**config.mk**
```make
export PLATFORM = sky130hd
export DESIGN_NAME = cordic_ci_ctrl_flat
export DESIGN_NICKNAME = d
export VERILOG_FILES = /design/src/rtl/cordic_ci_ctrl_if.sv /design/src/rtl/cordic_ci_ctrl.sv /design/src/flat_wrapper.sv
export SDC_FILE = /design/constraint.sdc
export NUM_CORES = 1
export LEC_CHECK = 0
export CORE_MARGIN = 2
export CORE_UTILIZATION = 35
export CTS_BUF_LIST = sky130_fd_sc_hd__clkbuf_8
export CTS_CLUSTER_DIAMETER = 120
export DETAILED_ROUTE_END_ITERATION = 10
export GPL_ROUTABILITY_DRIVEN = 1
export PLACE_DENSITY = 0.67
export REMOVE_ABC_BUFFERS = 1
export SYNTH_ARGS = -nofsm -noshare
export SYNTH_HDL_FRONTEND = slang
export SYNTH_SLANG_ARGS = --single-unit
```
**constraint.sdc**
```tcl
create_clock -name clock -period 2.7 [get_ports clock]
set_clock_uncertainty 0.2 [all_clocks]
set_input_delay 0.27 -clock clock [delete_from_list [all_inputs] [get_ports clock]]
set_output_delay 0.27 -clock clock [all_outputs]
set_load 0.01 [all_outputs]
```
**src/rtl/cordic_ci_ctrl_if.sv**
```systemverilog
`timescale 1ns/1ps
`default_nettype none
// ============================================================================
// Module   : cordic_ci_ctrl_if
// Purpose  : Custom-instruction side bundle of the CORDIC cosine controller.
//            The processor (master) issues a start with an angle and later
//            receives a one-cycle done with the cosine result.
// Signals  : clk_en  - custom-instruction clock enable (master -> slave)
//            start   - start pulse                     (master -> slave)
//            dataa   - IEEE-754 single angle           (master -> slave)
//            done    - one-cycle result-valid pulse    (slave -> master)
//            result  - IEEE-754 single cosine          (slave -> master)
//            busy    - controller not idle             (slave -> master)
//            err     - result came from a timeout      (slave -> master)
// Revision : 1.0 - initial release
// ============================================================================
interface cordic_ci_ctrl_if;
  logic        clk_en;
  logic        start;
  logic [31:0] dataa;
  logic        done;
  logic [31:0] result;
  logic        busy;
  logic        err;

  modport master (output clk_en, start, dataa, input done, result, busy, err);
  modport slave  (input clk_en, start, dataa, output done, result, busy, err);
endinterface
`default_nettype wire

```
**src/rtl/cordic_ci_ctrl.sv**
```systemverilog
`timescale 1ns/1ps
`default_nettype none
// ============================================================================
// Module   : cordic_ci_ctrl
// Purpose  : Sequencer wrapping an iterative CORDIC cosine core as a
//            multi-cycle custom instruction. Latches the angle, loads the
//            core, lets it rotate until it reports done (or a timeout
//            expires) and returns the captured result with a done pulse.
//            Zero/denormal angles bypass the core and return 1.0.
// Ports    : clock        - single clock, rising edge
//            aclr         - asynchronous active-low reset
//            ci           - custom-instruction bundle (slave side)
//            core_aclr    - synchronous active-high clear for the core
//            core_clk_en  - clock enable for the core
//            core_start   - load strobe for the core
//            core_dataa   - latched angle presented to the core
//            core_done    - core has reached its final rotation index
//            core_result  - core float result
// Revision : 1.0 - initial release
// ============================================================================
module cordic_ci_ctrl #(
  parameter int ITERATIONS = 16,
  parameter int TIMEOUT    = 24
) (
  input  logic            clock,
  input  logic            aclr,
  cordic_ci_ctrl_if.slave ci,
  output logic            core_aclr,
  output logic            core_clk_en,
  output logic            core_start,
  output logic [31:0]     core_dataa,
  input  logic            core_done,
  input  logic [31:0]     core_result
);

  // The normal path needs ITERATIONS+1 RUN cycles; the timeout must leave
  // room for that and fit the 5-bit counter.
  if ((TIMEOUT < 2) || (TIMEOUT > 32) || (ITERATIONS + 1 > TIMEOUT)) begin : g_param_check
    $error("cordic_ci_ctrl: TIMEOUT must lie in [ITERATIONS+1, 32]");
  end

  localparam logic [31:0] c_one     = 32'h3F80_0000;
  localparam logic [4:0]  c_to_last = 5'(TIMEOUT - 1);

  typedef enum logic [1:0] {
    IDLE = 2'd0,
    LOAD = 2'd1,
    RUN  = 2'd2,
    FIN  = 2'd3
  } state_t;

  state_t      state;
  state_t      state_nxt;
  logic [4:0]  cycle_cnt;
  logic        done_q;
  logic        err_q;
  logic [31:0] result_q;
  logic        bypass;
  logic        timeout_hit;

  // Exponent field zero means +/-0 or a denormal: cosine is 1.0 to single
  // precision, so the core is not needed.
  assign bypass      = (ci.dataa[30:23] == 8'd0);
  assign timeout_hit = (cycle_cnt == c_to_last);

  assign ci.done   = done_q;
  assign ci.err    = err_q;
  assign ci.result = result_q;
  assign ci.busy   = (state != IDLE);

  // Core clear: high during reset and through the first edge after release.
  always_ff @(posedge clock or negedge aclr) begin
    if (!aclr) begin
      core_aclr <= 1'b1;
    end else begin
      core_aclr <= 1'b0;
    end
  end

  always_comb begin
    state_nxt   = state;
    core_start  = 1'b0;
    core_clk_en = 1'b0;
    case (state)
      IDLE: begin
        if (ci.start) begin
          state_nxt = bypass ? FIN : LOAD;
        end
      end
      LOAD: begin
        // Gated by clk_en so a stalled LOAD still loads the core only once.
        core_start  = ci.clk_en;
        core_clk_en = ci.clk_en;
        state_nxt   = RUN;
      end
      RUN: begin
        // Freeze the core as soon as it reports its final index.
        core_clk_en = ci.clk_en & ~core_done;
        if (core_done || timeout_hit) begin
          state_nxt = FIN;
        end
      end
      FIN: begin
        state_nxt = IDLE;
      end
      default: begin
        state_nxt = IDLE;
      end
    endcase
  end

  always_ff @(posedge clock or negedge aclr) begin
    if (!aclr) begin
      state      <= IDLE;
      done_q     <= 1'b0;
      err_q      <= 1'b0;
      result_q   <= '0;
      core_dataa <= '0;
      cycle_cnt  <= '0;
    end else if (ci.clk_en) begin
      state  <= state_nxt;
      done_q <= (state_nxt == FIN);
      case (state)
        IDLE: begin
          if (ci.start) begin
            core_dataa <= ci.dataa;
            if (bypass) begin
              result_q <= c_one;
              err_q    <= 1'b0;
            end
          end
        end
        LOAD: begin
          cycle_cnt <= '0;
        end
        RUN: begin
          if (core_done) begin
            result_q <= core_result;
            err_q    <= 1'b0;
          end else if (timeout_hit) begin
            result_q <= core_result;
            err_q    <= 1'b1;
          end
          if (cycle_cnt != 5'h1F) begin
            cycle_cnt <= cycle_cnt + 5'd1;
          end
        end
        default: begin
        end
      endcase
    end
  end

endmodule
`default_nettype wire

```
**src/flat_wrapper.sv**
```systemverilog
// flat-port wrapper written by rule: the top's interface ports become plain ports
module cordic_ci_ctrl_flat 
#(
  parameter int ITERATIONS = 16,
  parameter int TIMEOUT    = 24
)
  (clock, aclr, core_aclr, core_clk_en, core_start, core_dataa, core_done, core_result, ci_clk_en, ci_start, ci_dataa, ci_done, ci_result, ci_busy, ci_err);
  cordic_ci_ctrl_if ci_i ();
  input  logic clock;
  input  logic aclr;
  output logic core_aclr;
  output logic core_clk_en;
  output logic core_start;
  output logic [31:0] core_dataa;
  input  logic core_done;
  input  logic [31:0] core_result;
  input wire logic [$bits(ci_i.clk_en)-1:0] ci_clk_en;
  input wire logic [$bits(ci_i.start)-1:0] ci_start;
  input wire logic [$bits(ci_i.dataa)-1:0] ci_dataa;
  output wire logic [$bits(ci_i.done)-1:0] ci_done;
  output wire logic [$bits(ci_i.result)-1:0] ci_result;
  output wire logic [$bits(ci_i.busy)-1:0] ci_busy;
  output wire logic [$bits(ci_i.err)-1:0] ci_err;
  assign ci_i.clk_en = ci_clk_en;
  assign ci_i.start = ci_start;
  assign ci_i.dataa = ci_dataa;
  assign ci_done = ci_i.done;
  assign ci_result = ci_i.result;
  assign ci_busy = ci_i.busy;
  assign ci_err = ci_i.err;
  cordic_ci_ctrl #(.ITERATIONS(ITERATIONS), .TIMEOUT(TIMEOUT)) u_core (.clock(clock), .aclr(aclr), .ci(ci_i), .core_aclr(core_aclr), .core_clk_en(core_clk_en), .core_start(core_start), .core_dataa(core_dataa), .core_done(core_done), .core_result(core_result));
endmodule
```
==> results of run 1 <==
[critical path: stages, from the launching register on]
cell             delay, ns
dfrtp_1               0.41
inv_1                 0.12
ha_1                  0.21
nand2b_1              0.13
a21oi_1               0.17
clkdlybuf4s50_1       0.55
[cell usage after synthesis, types with 2 or more instances]
cell	number
dfrtp_1	73
o21ai_0	37
nand2_1	30
mux2_2	27
o21ai_1	24
clkbuf_1	10
o21ai_2	10
nor2b_1	9
mux2_1	6
a22o_1	5
ha_1	5
inv_1	5
a21oi_1	4
buf_2	4
nor2_1	4
and3_1	3
buf_6	3
nand2b_1	2
nand3_1	2
[state kept, by name, indices dropped and copies added (netlist names)]
signal / flops
u_core.core_dataa: 32
u_core.cycle_cnt: 5
u_core.core_aclr: 1
u_core.ci.done: 1
u_core.ci.result: 32
u_core.ci.err: 1
u_core.state: 2
[layer usage]
| metal | track usage, % | part of all wire, % | vias up |
|---|---|---|---|
| li1 | - | - | 1252 |
| met1 | 22.5 | 46 | 1254 |
| met2 | 25.6 | 47 | 100 |
| met3 | 3.58 | 5.9 | 11 |
| met4 | 5.16 | 1.5 | 0 |
| met5 | 0 | 0 | - |
[area by class of cell]
type                    count  area, sq um  share of cell area (%)
flip-flops and latches     74         1850                    38.4
repair buffers            143         1420                    29.4
multi-input cells         182         1240                    25.7
clock buffers              10          138                    2.85
well taps                 108          135                    2.80
clock inverters             6         26.3                   0.544
inverters                   5         18.8                   0.389
[kinds of logic (layout without fill, tap and decap cells)]
group                    after synthesis  count (layout)  share of synthesized area [%]
buffers and inverters                 22             164                           3.44
multiplexers                          33              33                           11.6
AND/OR/NAND/NOR                       55              55                           8.63
flip-flops                            74              74                           57.9
adder cells (fa/ha/maj)                5               5                           1.95
AO/OA/AOI/OAI                         88              88                           16.4
other                                  1               1                          0.117
[through the flow]
stage / cell area, sq um / hold slack (ns) / setup slack (ns) / TNS (ns)
finish: 4830 / 0.278 / 0.306 / 0
floorplan: 3110 / -0.226 / -0.252 / -8.07
detailed placement: 4660 / 0.279 / 0.449 / 0
global placement: 4660 / 0.274 / 0.461 / 0
global route: 4830 / 0.278 / 0.211 / 0
CTS: 4830 / 0.263 / 0.303 / 0
[worst paths after layout]
kind	start	to	slack, ns
worst max-delay path	u_core.state[0]	core_clk_en	0.31
worst min-delay path	core_result[31]	u_core.ci.result[31]	0.28
min in group asynchronous	aclr	u_core.ci.result[27]	0.41
max in group asynchronous	aclr	u_core.ci.result[21]	1.24
worst min register to register	u_core.core_dataa[8]	u_core.core_dataa[8]	0.29
worst max register to register	u_core.cycle_cnt[0]	u_core.ci.result[0]	0.56
[report_power, final]
group	switching (mW)	internal [mW]	total, mW
clock network	0.393	0.345	0.737
logic	1.03	1.39	2.43
registers	0.278	1.64	1.92
total	1.70	3.38	5.08
[repair_timing]
action	in CTS	in global routing
endpoints found under the hold margin	73	0
hold buffers	1	0
buffers inserted	0	0
==> flow_summary.json, run 1 <==
{
  "status": "finished clean",
  "grt.total_usage_pct": 16.3,
  "fin_crit_sh_pct": 88.7,
  "n_antenna_cell": 0,
  "layout_common_cells": "clkdlybuf4s50_1, dfrtp_1, o21ai_0",
  "utilization_pct": 54.8,
  "max_freq_ghz": 0.418,
  "drive_gt1_share_pct": 14.3,
  "final_hold_viol_count": 0,
  "ant_nets": 0,
  "holdPathStages": 3,
  "synth-edff-count": 0,
  "relSlewSlack_pct": 35.9,
  "synthCells": 278,
  "fp.dieW_um": 99.7,
  "fin_crit_ns": 2.39,
  "ys_types": 34,
  "ioPinCount": 139,
  "cts_max_level": 3,
  "antenna_found_initial": 0,
  "worstMarginPinSlew_ns": 0.962,
  "drt_pass1_iterations": 4,
  "nets": 489,
  "rsz0062_at_grt": "no",
  "cts_tree": "done",
  "routed_wl_mm": 8.14,
  "initial_core_util_pct": 36.4,
  "syn_area_sq_mm": 0.00320,
  "numCtsBuffers": 9,
  "cp-start-kind": "register",
  "numClockSinks": 74,
  "synth-seq-cells": 74,
  "root_buffer": "clkbuf_8",
  "row_count": 34,
  "clk_path_buf_depth": 2,
  "synthToLayoutAreaGrowth_pct": 50.8,
  "critical_path_arrival_ns": 1.92,
  "routedWlPerCell_um": 15.4,
  "drcViolationCount": 0,
  "fillers": 791,
  "clk_pin_slew_ns": 0.08,
  "clock_latency_ns": 0.34,
  "critPathMaxFanout": 4,
  "rr_worst_depth": 5,
  "final_common_cell": "clkdlybuf4s50_1",
  "max-cap-violations": 0,
  "seq_area_frac_synth_pct": 57.9,
  "post_cts_resized": 0,
  "worst-setup-path-type": "register to output pin",
  "dieArea_sq_mm": 0.00993,
  "yosysWarnings": 0,
  "setup_violations": 0,
  "fin_cells": 528,
  "core_sq_mm": 0.00881,
  "dp_hpwl_mm": 5.50,
  "p_leak_nw": 2.01,
  "cp.required_ns": 2.23,
  "async_flop_share_pct": 100,
  "port_buffers": 138,
  "routed_via_density": 4.96,
  "grt_pass1_wl_mm": 13.0,
  "hold_path.class": "primary input to register",
  "gp_congestion": 0.892,
  "dp.cells": 511,
  "detailedRoute.firstIterationViolations": 108,
  "fp.dieH_um": 99.7,
  "vias": 2617,
  "synth.area.top_cells": "dfrtp_1, mux2_2, o21ai_0",
  "grt_pass1_vias": 2555,
  "powerDensity_mw_per_mm2": 1050,
  "fin_total_pwr_mw": 5.08,
  "vdd_drop_max_mv": 0.477,
  "end_kind": "output pin",
  "slew_viol_final": 0,
  "avgSynthCellArea_sq_um": 11.5,
  "synth_area_leader_cell": "dfrtp_1",
  "grt-ovfl-total": 0,
  "yosys.area.top_type_share_pct": 57.0,
  "grt_max_degree": 75,
  "synth_flop_cell": "dfrtp_1"
}
No activity file was read; power rests on OpenSTA's default activity.
==> run 2, diff against run 1 <==
--- a/config.mk
+++ b/config.mk
@@ -5,13 +5,16 @@
 export SDC_FILE = /design/constraint.sdc
 export NUM_CORES = 1
 export LEC_CHECK = 0
+export CAP_MARGIN = 20
+export CELL_PAD_IN_SITES_DETAIL_PLACEMENT = 1
+export CELL_PAD_IN_SITES_GLOBAL_PLACEMENT = 1
 export CORE_MARGIN = 2
-export CORE_UTILIZATION = 35
+export CORE_UTILIZATION = 33
 export CTS_BUF_LIST = sky130_fd_sc_hd__clkbuf_8
 export CTS_CLUSTER_DIAMETER = 120
 export DETAILED_ROUTE_END_ITERATION = 10
 export GPL_ROUTABILITY_DRIVEN = 1
-export PLACE_DENSITY = 0.67
+export PLACE_DENSITY = 0.82
 export REMOVE_ABC_BUFFERS = 1
 export SYNTH_ARGS = -nofsm -noshare
 export SYNTH_HDL_FRONTEND = slang
==> flow_summary.json, run 2 (same netlist as run 1, synthesis figures left out) <==
{
  "critical_path.top_delay_family": "buffers and inverters",
  "clock_latency_ns": 0.34,
  "relSlewSlack_pct": 37.8,
  "core_sq_mm": 0.00933,
  "max_stage_delay_ns": 0.55,
  "routed_via_density": 4.87,
  "grt-ovfl-total": 0,
  "drcViolationCount": 0,
  "setup_violations": 0,
  "dp_hpwl_mm": 6.57,
  "gp_congestion": 0.843,
  "fillers": 1009,
  "dieArea_sq_mm": 0.0105,
  "cts_tree": "done",
  "place_ws_ns": 0.433,
  "synthToLayoutAreaGrowth_pct": 54.6,
  "fin_crit_sh_pct": 88.4,
  "numClockSinks": 74,
  "fin_setup_tns_ns": 0,
  "nets": 491,
  "final_common_cell": "clkdlybuf4s50_1",
  "grt_max_degree": 75,
  "fp.dieH_um": 103,
  "cts_hold_buf": 1,
  "n_antenna_cell": 0,
  "hold_path.class": "primary input to register",
  "clk_pin_slew_ns": 0.08,
  "drive_gt1_share_pct": 14.9,
  "max_freq_ghz": 0.419,
  "p_leak_nw": 2.05,
  "regArea_sq_mm": 0.00185,
  "ant_nets": 0,
  "fp.dieW_um": 103,
  "post_cts_resized": 0,
  "status": "finished clean",
  "crit_chain": "inv_1 -> ha_1 -> nand2b_1 -> a21oi_1 -> clkdlybuf4s50_1",
  "initial_core_util_pct": 34.3,
  "crit_slowest_cell": "clkdlybuf4s50_1",
  "detailedRoute.firstIterationViolations": 99,
  "grt_pass1_wl_mm": 14.4,
  "cp.required_ns": 2.23,
  "antenna_found_initial": 0,
  "routedWlPerCell_um": 16.7,
  "vias": 2681,
  "rsz0062_at_grt": "no",
  "grt_pass1_vias": 2896,
  "postCtsSetupBuffers": 0,
  "powerDensity_mw_per_mm2": 1100,
  "fin_crit_ns": 2.39,
  "drt_pass1_iterations": 4,
  "root_buffer": "clkbuf_8",
  "max-cap-violations": 0,
  "row_count": 35,
  "cp-start-kind": "register",
  "worst-setup-path-type": "register to output pin",
  "port_buffers": 138,
  "ioPinCount": 139,
  "clk_path_buf_depth": 2,
  "numCtsBuffers": 9,
  "worstMarginPinSlew_ns": 0.934,
  "grt.total_usage_pct": 17.8,
  "cts_max_level": 3,
  "final_hold_viol_count": 0,
  "vdd_drop_max_mv": 0.462,
  "path_buf_inv": 2,
  "multiInputGateArea_sq_mm": 0.00124,
  "fin_total_pwr_mw": 5.45,
  "end_kind": "output pin",
  "routed_wl_mm": 9.18,
  "critPathMaxFanout": 4,
  "critical_path_arrival_ns": 1.92,
  "fin_ws_ns": 0.312,
  "slew_viol_final": 0,
  "layout_common_cells": "clkdlybuf4s50_1, dfrtp_1, o21ai_0"
}
## run 2: path summary, 6_finish.rpt
check	slack, ns	from	end	cells past startpoint
max	0.31	u_core.state[0]	core_clk_en	5
min	0.27	core_result[10]	u_core.ci.result[10]	3
max reg2reg	0.46	u_core.state[0]	u_core.ci.result[11]	7
min reg2reg	0.30	u_core.core_dataa[29]	u_core.core_dataa[29]	1
max in group asynchronous	1.28	aclr	u_core.cycle_cnt[3]	2
min in group asynchronous	0.40	aclr	u_core.ci.result[17]	2
## run 2: worst min-delay path, cell delays in order
cell and delay (ns):
clkdlybuf4s50_1 0.40, nand2_1 0.07, o21ai_1 0.05
## run 2: layout make-up
cell class,instances,share of cell area [%]
repair buffers,145,29.0
clock inverters,6,2.15
well taps,129,3.26
multi-input cells,182,25.0
flip-flops and latches,74,37.4
inverters,5,0.379
clock buffers,10,2.78
## run 2: power breakdown
group,internal [mW],switching [mW]
logic,1.41,1.07
registers,1.64,0.294
clock network,0.634,0.402
## run 2: metal layers
metal / vias up / wire (um) / track usage, %
li1: 1252 / - / -
met1: 1329 / 3990 / 22.6
met2: 82 / 4540 / 29.9
met3: 18 / 430 / 3.46
met4: 0 / 214 / 7.49
met5: - / 0 / 0
## run 2: per-stage QoR
step                      util, %  cells  area (sq um)  hold slack [ns]
after global placement       50.4    534          4700            0.271
after global routing         53.1    551          4950            0.286
after detailed placement     50.4    534          4700            0.275
after CTS                    53.1    551          4950            0.257
final                        53.1    551          4950            0.269
after floorplan                 -    261          3110           -0.226
==> run 3, diff against run 2 <==
--- a/config.mk
+++ b/config.mk
@@ -5,6 +5,7 @@
 export SDC_FILE = /design/constraint.sdc
 export NUM_CORES = 1
 export LEC_CHECK = 0
+export ABC_AREA = 1
 export CAP_MARGIN = 20
 export CELL_PAD_IN_SITES_DETAIL_PLACEMENT = 1
 export CELL_PAD_IN_SITES_GLOBAL_PLACEMENT = 1
@@ -14,7 +15,7 @@
 export CTS_CLUSTER_DIAMETER = 120
 export DETAILED_ROUTE_END_ITERATION = 10
 export GPL_ROUTABILITY_DRIVEN = 1
-export PLACE_DENSITY = 0.82
+export PLACE_DENSITY_LB_ADDON = 0.1
 export REMOVE_ABC_BUFFERS = 1
 export SYNTH_ARGS = -nofsm -noshare
 export SYNTH_HDL_FRONTEND = slang
==> constraint.sdc (replaced) <==
create_clock -name clock -period 2.7 [get_ports clock]
set_clock_uncertainty 0.2 [all_clocks]
set_input_delay 0.54 -clock clock [delete_from_list [all_inputs] [get_ports clock]]
set_output_delay 0.54 -clock clock [all_outputs]
set_load 0.01 [all_outputs]
==> flow_summary.json, run 3 <==
{
  "synthTopCellsByCount": "nand2_1, dfrtp_1, mux2_1",
  "synth_flop_cell": "dfrtp_1",
  "rsz0062_at_grt": "no",
  "cp.required_ns": 1.96,
  "dp.cells": 598,
  "grt_max_degree": 46,
  "yosys.area.top_type_share_pct": 54.6,
  "hold-worst-slack_ns": -0.00651,
  "crit_slowest_cell": "clkdlybuf4s50_1",
  "antenna_found_initial": 0,
  "gp_congestion": 0.771,
  "drt_pass1_iterations": 4,
  "cts_hold_buf": 0,
  "max_freq_ghz": 0.386,
  "worst-setup-path-type": "register to output pin",
  "dieArea_sq_mm": 0.0110,
  "port_buffers": 138,
  "synth-edff-count": 0,
  "critical_path_arrival_ns": 1.85,
  "regArea_sq_mm": 0.00185,
  "setup_violations": 0,
  "cpMostUsedCell": "inv_1",
  "relSlewSlack_pct": 60.2,
  "fp.dieH_um": 105,
  "yosysWarnings": 0,
  "cts_max_level": 3,
  "path_buf_inv": 3,
  "synth_area_leader_cell": "dfrtp_1",
  "yosysMostFrequentCell": "nand2_1",
  "initial_core_util_pct": 34.1,
  "clk_pin_slew_ns": 0.08,
  "multiInputGateArea_sq_mm": 0.00132,
  "seq_area_frac_synth_pct": 55.4,
  "max_stage_delay_ns": 0.50,
  "rrSetupSlack_ns": 0.35,
  "violations": "hold timing",
  "fin_cells": 615,
  "fin_total_pwr_mw": 4.89,
  "fin_ws_ns": 0.112,
  "crit_chain": "inv_1 -> ha_1 -> inv_1 -> clkdlybuf4s50_1",
  "final_common_cell": "clkdlybuf4s50_1",
  "place_ws_ns": 0.0804,
  "cts_tree": "done",
  "synthToLayoutAreaGrowth_pct": 51.2,
  "powerDensity_mw_per_mm2": 967,
  "avgSynthCellArea_sq_um": 9.93,
  "clk_path_buf_depth": 2,
  "rr_worst_depth": 9,
  "ant_nets": 0,
  "worstMarginPinSlew_ns": 0.598,
  "max-cap-violations": 0,
  "grt_pass1_vias": 3094,
  "clock_latency_ns": 0.34,
  "drive_gt1_share_pct": 9.54,
  "async_flop_share_pct": 100,
  "fin_setup_tns_ns": 0,
  "fillers": 1144,
  "grt-ovfl-total": 0,
  "synth-seq-cells": 74,
  "final_hold_viol_count": 3,
  "dp_hpwl_mm": 6.76,
  "hold_path.class": "primary input to async pin",
  "cp-start-kind": "register",
  "routed_via_density": 4.64,
  "numClockSinks": 74,
  "vias": 2851,
  "detailedRoute.firstIterationViolations": 51,
  "utilization_pct": 51.5,
  "fp.dieW_um": 105,
  "nets": 551,
  "slew_viol_final": 0,
  "core_sq_mm": 0.00982,
  "status": "finished, violations left",
  "row_count": 36,
  "numCtsBuffers": 9,
  "synth.area.top_cells": "dfrtp_1, nand2_1, mux2_1",
  "vdd_drop_max_mv": 0.394,
  "routedWlPerCell_um": 15.2,
  "p_leak_nw": 2.35,
  "end_kind": "output pin",
  "grt.total_usage_pct": 17.7,
  "r2r_end": "u_core.ci.result[11]",
  "root_buffer": "clkbuf_8",
  "fin_crit_sh_pct": 95.9,
  "grt_pass1_wl_mm": 15.5,
  "worst_r2r_startpoint": "u_core.state[1]",
  "fin_crit_ns": 2.59,
  "drcViolationCount": 0,
  "critical_path.top_delay_family": "buffers and inverters",
  "synthCells": 337,
  "n_antenna_cell": 0,
  "ioPinCount": 139,
  "critPathMaxFanout": 6,
  "ys_types": 29,
  "routed_wl_mm": 9.36,
  "layout_common_cells": "clkdlybuf4s50_1, nand2_1, dfrtp_1",
  "syn_area_sq_mm": 0.00335
}
run 3: power by group:
group / internal [mW] / leakage [nW] / switching, mW
Combinational: 1.18 / 1.31 / 1.04
Sequential: 1.55 / 0.938 / 0.239
Clock: 0.473 / 0.105 / 0.419
Total: 3.20 / 2.35 / 1.70
run 3: cells by family (layout without fill, tap and decap cells):
family / count (synthesis) / in the layout / share of synthesized area [%]
AND/OR/NAND/NOR: 182 / 182 / 25.3
flip-flops: 74 / 74 / 55.4
buffers and inverters: 34 / 179 / 5.27
multiplexers: 27 / 27 / 9.08
AO/OA/AOI/OAI: 14 / 14 / 2.99
adder cells (fa/ha/maj): 5 / 5 / 1.87
other: 1 / 1 / 0.112
run 3: area by class of cell:
type                    instances  area share [%]
clock inverters                 5            1.04
inverters                      17            1.26
flip-flops and latches         74            36.6
clock buffers                  11            2.99
well taps                     133            3.29
multi-input cells             229            26.1
repair buffers                146            28.7
run 3: worst max path at each step:
stage	startpoint	endpoint	depth (start not counted)
after CTS	u_core.state[0]	core_clk_en	6
after global placement	core_done	core_clk_en	6
after global routing	u_core.state[1]	ci_busy	4
final	u_core.state[1]	ci_busy	4
after detailed placement	core_done	core_clk_en	6
after floorplan	u_core.state[0]	u_core.ci.err	7
run 3: routing by layer:
metal / share of wire (%) / up-vias / track usage [%]
met5: 0 / - / 0
met4: 1.4 / 0 / 6.19
met3: 7.2 / 10 / 5.05
met2: 48 / 94 / 30.8
met1: 43 / 1394 / 21.0
li1: - / 1353 / -
run 3: what timing repair did:
item,in CTS,in global routing
cloned,0,0
endpoints found under the setup margin,1,2
resized for setup,1,2
setup buffers,1,0
run 3: metrics by stage:
step           hold slack (ns)  area [sq um]
6_report              -0.00651          5060
5_1_grt                 0.0258          5060
4_1_cts                 0.0104          5060
3_5_place_dp             0.258          4840
3_3_place_gp             0.254          4840
2_1_floorplan           0.0444          3230
